--- config.mk ---
export PLATFORM = sky130hd
export DESIGN_NAME = cdb_arbiter
export DESIGN_NICKNAME = d
export VERILOG_FILES = /design/src/rtl/cdb_arbiter.sv
export SDC_FILE = /design/constraint.sdc
export NUM_CORES = 1
export LEC_CHECK = 0
export CAP_MARGIN = 20
export CORE_AREA = 2 2 189 191
export DETAILED_ROUTE_END_ITERATION = 6
export DIE_AREA = 0 0 191 193
export PLACE_DENSITY = 0.6
export SKIP_CTS_REPAIR_TIMING = 1
export SLEW_MARGIN = 20
export SYNTH_ARGS = -nofsm -noshare
export SYNTH_HDL_FRONTEND = slang
export SYNTH_SLANG_ARGS = --single-unit
--- constraint.sdc ---
create_clock -name clk_in -period 2.15 [get_ports clk_in]
set_clock_uncertainty 0.15 [all_clocks]
set_input_delay 0.215 -clock clk_in [delete_from_list [all_inputs] [get_ports clk_in]]
set_output_delay 0.215 -clock clk_in [all_outputs]
set_load 0.02 [all_outputs]
--- src/rtl/cdb_arbiter.sv ---
`default_nettype none
// ============================================================================
// Module      : cdb_arbiter
// Description : Round-robin arbiter that drains per-source result FIFOs onto
//               the single registered CDB broadcast port.
// Revision    : 1.0 - initial release
// ============================================================================
module cdb_arbiter #(
    parameter int RoB_WIDTH  = 3,
    parameter int N_SRC      = 3,
    parameter int FIFO_DEPTH = 2
) (
    input  logic                       clk_in,
    input  logic                       rst_n_in,
    input  logic                       rdy_in,
    input  logic                       flush_signal,
    input  logic [N_SRC-1:0]           src_push,
    input  logic [N_SRC*RoB_WIDTH-1:0] src_index,
    input  logic [N_SRC*32-1:0]        src_data,
    output logic [N_SRC-1:0]           src_full,
    output logic                       overflow_err,
    output logic                       CDB_update_en,
    output logic [RoB_WIDTH-1:0]       CDB_update_index,
    output logic [31:0]                CDB_update_data
);
    localparam int PTR_W = $clog2(FIFO_DEPTH);
    localparam int CNT_W = $clog2(FIFO_DEPTH + 1);
    localparam int SRC_W = (N_SRC > 1) ? $clog2(N_SRC) : 1;
    localparam logic [CNT_W-1:0] C_DEPTH = CNT_W'(FIFO_DEPTH);

    logic [RoB_WIDTH-1:0] mem_idx_q  [N_SRC][FIFO_DEPTH];
    logic [RoB_WIDTH-1:0] mem_idx_d  [N_SRC][FIFO_DEPTH];
    logic [31:0]          mem_data_q [N_SRC][FIFO_DEPTH];
    logic [31:0]          mem_data_d [N_SRC][FIFO_DEPTH];
    logic [PTR_W-1:0]     rd_ptr_q   [N_SRC];
    logic [PTR_W-1:0]     rd_ptr_d   [N_SRC];
    logic [PTR_W-1:0]     wr_ptr_q   [N_SRC];
    logic [PTR_W-1:0]     wr_ptr_d   [N_SRC];
    logic [CNT_W-1:0]     count_q    [N_SRC];
    logic [CNT_W-1:0]     count_d    [N_SRC];
    logic [SRC_W-1:0]     rr_ptr_q, rr_ptr_d;
    logic                 en_q, en_d;
    logic [RoB_WIDTH-1:0] index_q, index_d;
    logic [31:0]          data_q, data_d;
    logic                 ovf_q, ovf_d;

    logic                 grant_valid;
    logic [SRC_W-1:0]     grant_src;
    logic [SRC_W-1:0]     scan_src;
    logic [N_SRC-1:0]     pop;
    logic [N_SRC-1:0]     accept;

    function automatic logic [SRC_W-1:0] wrap_inc(input logic [SRC_W-1:0] v);
        return (int'(v) == N_SRC - 1) ? '0 : v + SRC_W'(1);
    endfunction

    // Scan from rr_ptr upward; the first non-empty FIFO wins.
    always_comb begin
        grant_valid = 1'b0;
        grant_src   = '0;
        scan_src    = rr_ptr_q;
        for (int k = 0; k < N_SRC; k++) begin
            if (!grant_valid && (count_q[scan_src] != '0)) begin
                grant_valid = 1'b1;
                grant_src   = scan_src;
            end
            scan_src = wrap_inc(scan_src);
        end
    end

    always_comb begin
        mem_idx_d  = mem_idx_q;
        mem_data_d = mem_data_q;
        rd_ptr_d   = rd_ptr_q;
        wr_ptr_d   = wr_ptr_q;
        count_d    = count_q;
        rr_ptr_d   = rr_ptr_q;
        en_d       = en_q;
        index_d    = index_q;
        data_d     = data_q;
        ovf_d      = ovf_q;
        pop        = '0;
        accept     = '0;

        if (rdy_in) begin
            if (flush_signal) begin
                for (int i = 0; i < N_SRC; i++) begin
                    rd_ptr_d[i] = '0;
                    wr_ptr_d[i] = '0;
                    count_d[i]  = '0;
                end
                rr_ptr_d = '0;
                en_d     = 1'b0;
            end else begin
                en_d = grant_valid;
                if (grant_valid) begin
                    rr_ptr_d = wrap_inc(grant_src);
                end
                for (int i = 0; i < N_SRC; i++) begin
                    pop[i]    = grant_valid && (grant_src == SRC_W'(i));
                    // Fullness is judged at cycle start, so a same-cycle pop frees nothing.
                    accept[i] = src_push[i] && (count_q[i] < C_DEPTH);
                    if (src_push[i] && !accept[i]) begin
                        ovf_d = 1'b1;
                    end
                    if (pop[i]) begin
                        index_d     = mem_idx_q[i][rd_ptr_q[i]];
                        data_d      = mem_data_q[i][rd_ptr_q[i]];
                        rd_ptr_d[i] = rd_ptr_q[i] + PTR_W'(1);
                    end
                    if (accept[i]) begin
                        mem_idx_d[i][wr_ptr_q[i]]  = src_index[i*RoB_WIDTH +: RoB_WIDTH];
                        mem_data_d[i][wr_ptr_q[i]] = src_data[i*32 +: 32];
                        wr_ptr_d[i]                = wr_ptr_q[i] + PTR_W'(1);
                    end
                    if (accept[i] && !pop[i]) begin
                        count_d[i] = count_q[i] + CNT_W'(1);
                    end else if (pop[i] && !accept[i]) begin
                        count_d[i] = count_q[i] - CNT_W'(1);
                    end
                end
            end
        end
    end

    always_ff @(posedge clk_in or negedge rst_n_in) begin
        if (!rst_n_in) begin
            for (int i = 0; i < N_SRC; i++) begin
                rd_ptr_q[i] <= '0;
                wr_ptr_q[i] <= '0;
                count_q[i]  <= '0;
                for (int j = 0; j < FIFO_DEPTH; j++) begin
                    mem_idx_q[i][j]  <= '0;
                    mem_data_q[i][j] <= '0;
                end
            end
            rr_ptr_q <= '0;
            en_q     <= 1'b0;
            index_q  <= '0;
            data_q   <= '0;
            ovf_q    <= 1'b0;
        end else begin
            mem_idx_q  <= mem_idx_d;
            mem_data_q <= mem_data_d;
            rd_ptr_q   <= rd_ptr_d;
            wr_ptr_q   <= wr_ptr_d;
            count_q    <= count_d;
            rr_ptr_q   <= rr_ptr_d;
            en_q       <= en_d;
            index_q    <= index_d;
            data_q     <= data_d;
            ovf_q      <= ovf_d;
        end
    end

    always_comb begin
        src_full = '0;
        for (int i = 0; i < N_SRC; i++) begin
            src_full[i] = (count_q[i] == C_DEPTH);
        end
    end

    assign overflow_err     = ovf_q;
    assign CDB_update_en    = en_q;
    assign CDB_update_index = index_q;
    assign CDB_update_data  = data_q;

endmodule
`default_nettype wire
==> results.py <==
metrics = {
    "clocking": {
        "cts.sinks": 261,
        "clockBufferDepth": 3,
        "clk_pin_slew_worst_paths_ns": 0.06,
        "clkLatencyLatePin_ns": 0.54,
        "htreeDepth": 1,
        "numCtsBuffers": 29,
        "cts_tree": "built",
        "cts_root_buffer": "clkbuf_16",
    },
    "final_layout": {
        "fill_cells": 3234,
        "layout-drive-gt1-share": 0.371,
        "layout_commonest_cell": "mux2_2",
        "fin_nets": 1240,
        "num_antenna_cells": 0,
        "final_cell_mix": "mux2_2 (259), dfrtp_1 (256), clkdlybuf4s50_1 (147), buf_4 (60), nand2_1 (59)",
        "area_growth_pct": 30.7,
        "layout.cells.non_filler": 1609,
    },
    "die": {
        "die_y_um": 193,
        "rows": 69,
        "die_w_um": 191,
        "initial_core_util": 0.345,
        "io_pins": 152,
        "die_area_mm2": 0.0369,
        "coreArea_mm2": 0.0350,
    },
    "route": {
        "drtPass1Iterations": 4,
        "initialDrtViolationCount": 411,
        "final_antenna_net_count": 0,
        "viasPerCell": 5.03,
        "drc": 0,
        "vias": 8093,
        "drt-total-wl_um": 31600,
        "routedWlPerCell_um": 19.6,
    },
    "logic_synthesis": {
        "synthCells": 927,
        "synthFlopType": "dfrtp_1",
        "synth_mux_area_frac": 0.285,
        "synthTopCellsByArea": "dfrtp_1 (54%), mux2_2 (24%), mux2i_1 (4.4%), nand2_1 (1.9%), o22ai_1 (1.8%)",
        "synth_xor_area_frac": 0.00218,
        "synth_compound_area_frac": 0.101,
        "yosysSeqAreaShare": 0.541,
        "synth_simple_gate_area_frac": 0.0415,
        "avgSynthCellArea_um2": 13.0,
        "synth_area_leader_cell": "dfrtp_1",
        "synthArstFlopShare": 1.00,
        "synth-edff-count": 0,
        "ys_ff_latch": 261,
        "syn-num-nets": 1039,
        "synth_top_area_share": 0.541,
        "synth_fa_ha_area_frac": 0,
        "syn_area_mm2": 0.0121,
        "synth_top_family_by_area": "multiplexers",
        "yosysWarnings": 0,
        "ys_types": 50,
    },
    "setup_path": {
        "arrival_ns": 2.46,
        "cp_top_family": "compound AO/OA/AOI/OAI gates",
        "crit_path_end_kind": "register",
        "crit_fanout": 5,
        "crit_type": "reg -> reg",
        "crit_path_top_delay_cell": "a2111oi_1",
        "cp-start-kind": "register",
        "crit_required_ns": 2.48,
        "cp_num_buf_inv": 2,
        "crit_path_max_incr_delay_ns": 0.45,
        "crit_chain": "o21ba_2 -> a221oi_4 -> buf_6 -> a211oi_1 -> a2111oi_1 -> buf_4 -> a221o_1",
    },
    "power": {
        "switching_share": 0.337,
        "power.switching_mw": 7.95,
        "pwr-share-seq": 0.367,
        "p_clk_frac": 0.209,
        "p_per_area_mw_per_mm2": 1500,
        "peakVddDrop_mv": 0.725,
        "internal-power_mw": 15.7,
        "leakagePower_nw": 6.60,
        "p_comb_frac": 0.423,
    },
    "placement": {
        "place_congestion": 0.849,
        "dpl.cell_count": 1554,
        "pre_cts_slack_ns": -0.160,
        "io_buffer_count": 151,
        "dp_hpwl_um": 22700,
    },
    "sta": {
        "fin_crit_sh": 0.989,
        "relSlewSlack": 0.699,
        "max_freq_mhz": 470,
        "slew_violations": 0,
        "fin_crit_ns": 2.13,
        "rsz0062_at_grt": "yes",
        "hold_viol": 0,
        "worstMarginPinSlew_ns": 0.451,
        "setup_viol_count_final": 0,
        "finalWorstSetupSlack_ns": 0.0243,
    },
    "status": {
        "status": "finished, final reports clean",
    },
    "global_route": {
        "grt_pass1_vias": 8441,
        "overflow": 0,
        "grt_max_degree": 68,
        "grtUsageTotal": 0.172,
        "antenna_found_initial": 0,
        "grt_pass1_wl_um": 49100,
    },
    "worst_hold_path": {
        "hp-class": "in -> async",
    },
    "job": {
        "max_cap_violations": 0,
    },
}
==> state kept, by name (all words and copies together), names as in the netlist <==
name,count
CDB_update_index,3
mem_idx_q,18
CDB_update_data,32
mem_data_q,192
rd_ptr_q,3
wr_ptr_q,3
overflow_err,1
CDB_update_en,1
rr_ptr_q,2
count_q,6
==> cell type report <==
cell class                      instances  area, µm²  area share
Clock buffer                           42        865      0.0548
Timing Repair Buffer                  235       2390       0.151
Clock inverter                          9       95.1     0.00603
Inverter                                7       26.3     0.00166
Multi-Input combinational cell        594       5290       0.335
Sequential cell                       261       6540       0.414
Tap cell                              461        577      0.0365
==> stage by stage <==
| step | instance area (µm²) | hold WS [ns] | power, mW | util | TNS [ns] |
|---|---|---|---|---|---|
| final | 15800 | 0.0343 | 23.6 | 0.451 | 0 |
| after floorplan | 12100 | -0.231 | 14.8 | - | 0 |
| after detailed placement | 14700 | 0.0213 | 18.5 | 0.421 | -1.03 |
| after CTS | 15700 | -0.551 | 23.6 | 0.448 | -0.960 |
| after global placement | 14700 | 0.0188 | 18.3 | 0.421 | -0.223 |
| after global routing | 15800 | 0.0739 | 25.2 | 0.451 | -0.108 |
==> path summary, 6_finish.rpt <==
path / startpoint / endpoint / slack [ns] / cells after the start
worst max-delay path: count_q[1] / CDB_update_data[3] / 0.02 / 7
worst min-delay path: rst_n_in / mem_data_q[92] / 0.03 / 2
worst max register to register: count_q[1] / CDB_update_data[3] / 0.02 / 7
worst min register to register: mem_data_q[16] / mem_data_q[16] / 0.35 / 1
max in group asynchronous: rst_n_in / rd_ptr_q[0] / 1.06 / 3
min in group clk_in: src_data[11] / mem_data_q[139] / 0.16 / 2
==> routing by layer <==
metal  track usage  part of all wire
met1         0.253              0.48
met2         0.270              0.46
met3        0.0248             0.039
met4        0.0364             0.016
met5             0                 0
==> synthesized netlist by cell type, drive strengths merged, types with 2 or more instances <==
| master | n |
|---|---|
| a2111oi | 5 |
| a211oi | 5 |
| a21boi | 21 |
| a21o | 2 |
| a21oi | 5 |
| a221o | 5 |
| a221oi | 2 |
| a22oi | 21 |
| and2 | 3 |
| buf | 34 |
| clkbuf | 31 |
| dfrtp | 261 |
| inv | 7 |
| mux2 | 259 |
| mux2i | 53 |
| nand2 | 60 |
| nand2b | 5 |
| nand3 | 3 |
| nor2 | 15 |
| nor2b | 9 |
| nor3 | 3 |
| o21a | 9 |
| o21ai | 42 |
| o221a | 9 |
| o221ai | 3 |
| o22ai | 34 |
| or3 | 3 |
| xnor2 | 3 |
==> cells by family after synthesis <==
family,after synthesis
mux,312
flops,261
compound gates,171
simple gates,108
buf+inv,72
xor+xnor,3
==> power by group through the flow <==
| stage | clock, mW | combinational [mW] | sequential, mW |
|---|---|---|---|
| after global routing | 5.30 | 10.9 | 8.99 |
| after global placement | 0 | 9.65 | 8.63 |
| after CTS | 5.08 | 9.82 | 8.66 |
| after detailed placement | 0 | 9.78 | 8.72 |
| final | 4.94 | 9.99 | 8.67 |
| after floorplan | 0 | 6.22 | 8.59 |
Note: power is estimated with default switching activity, not from simulation.
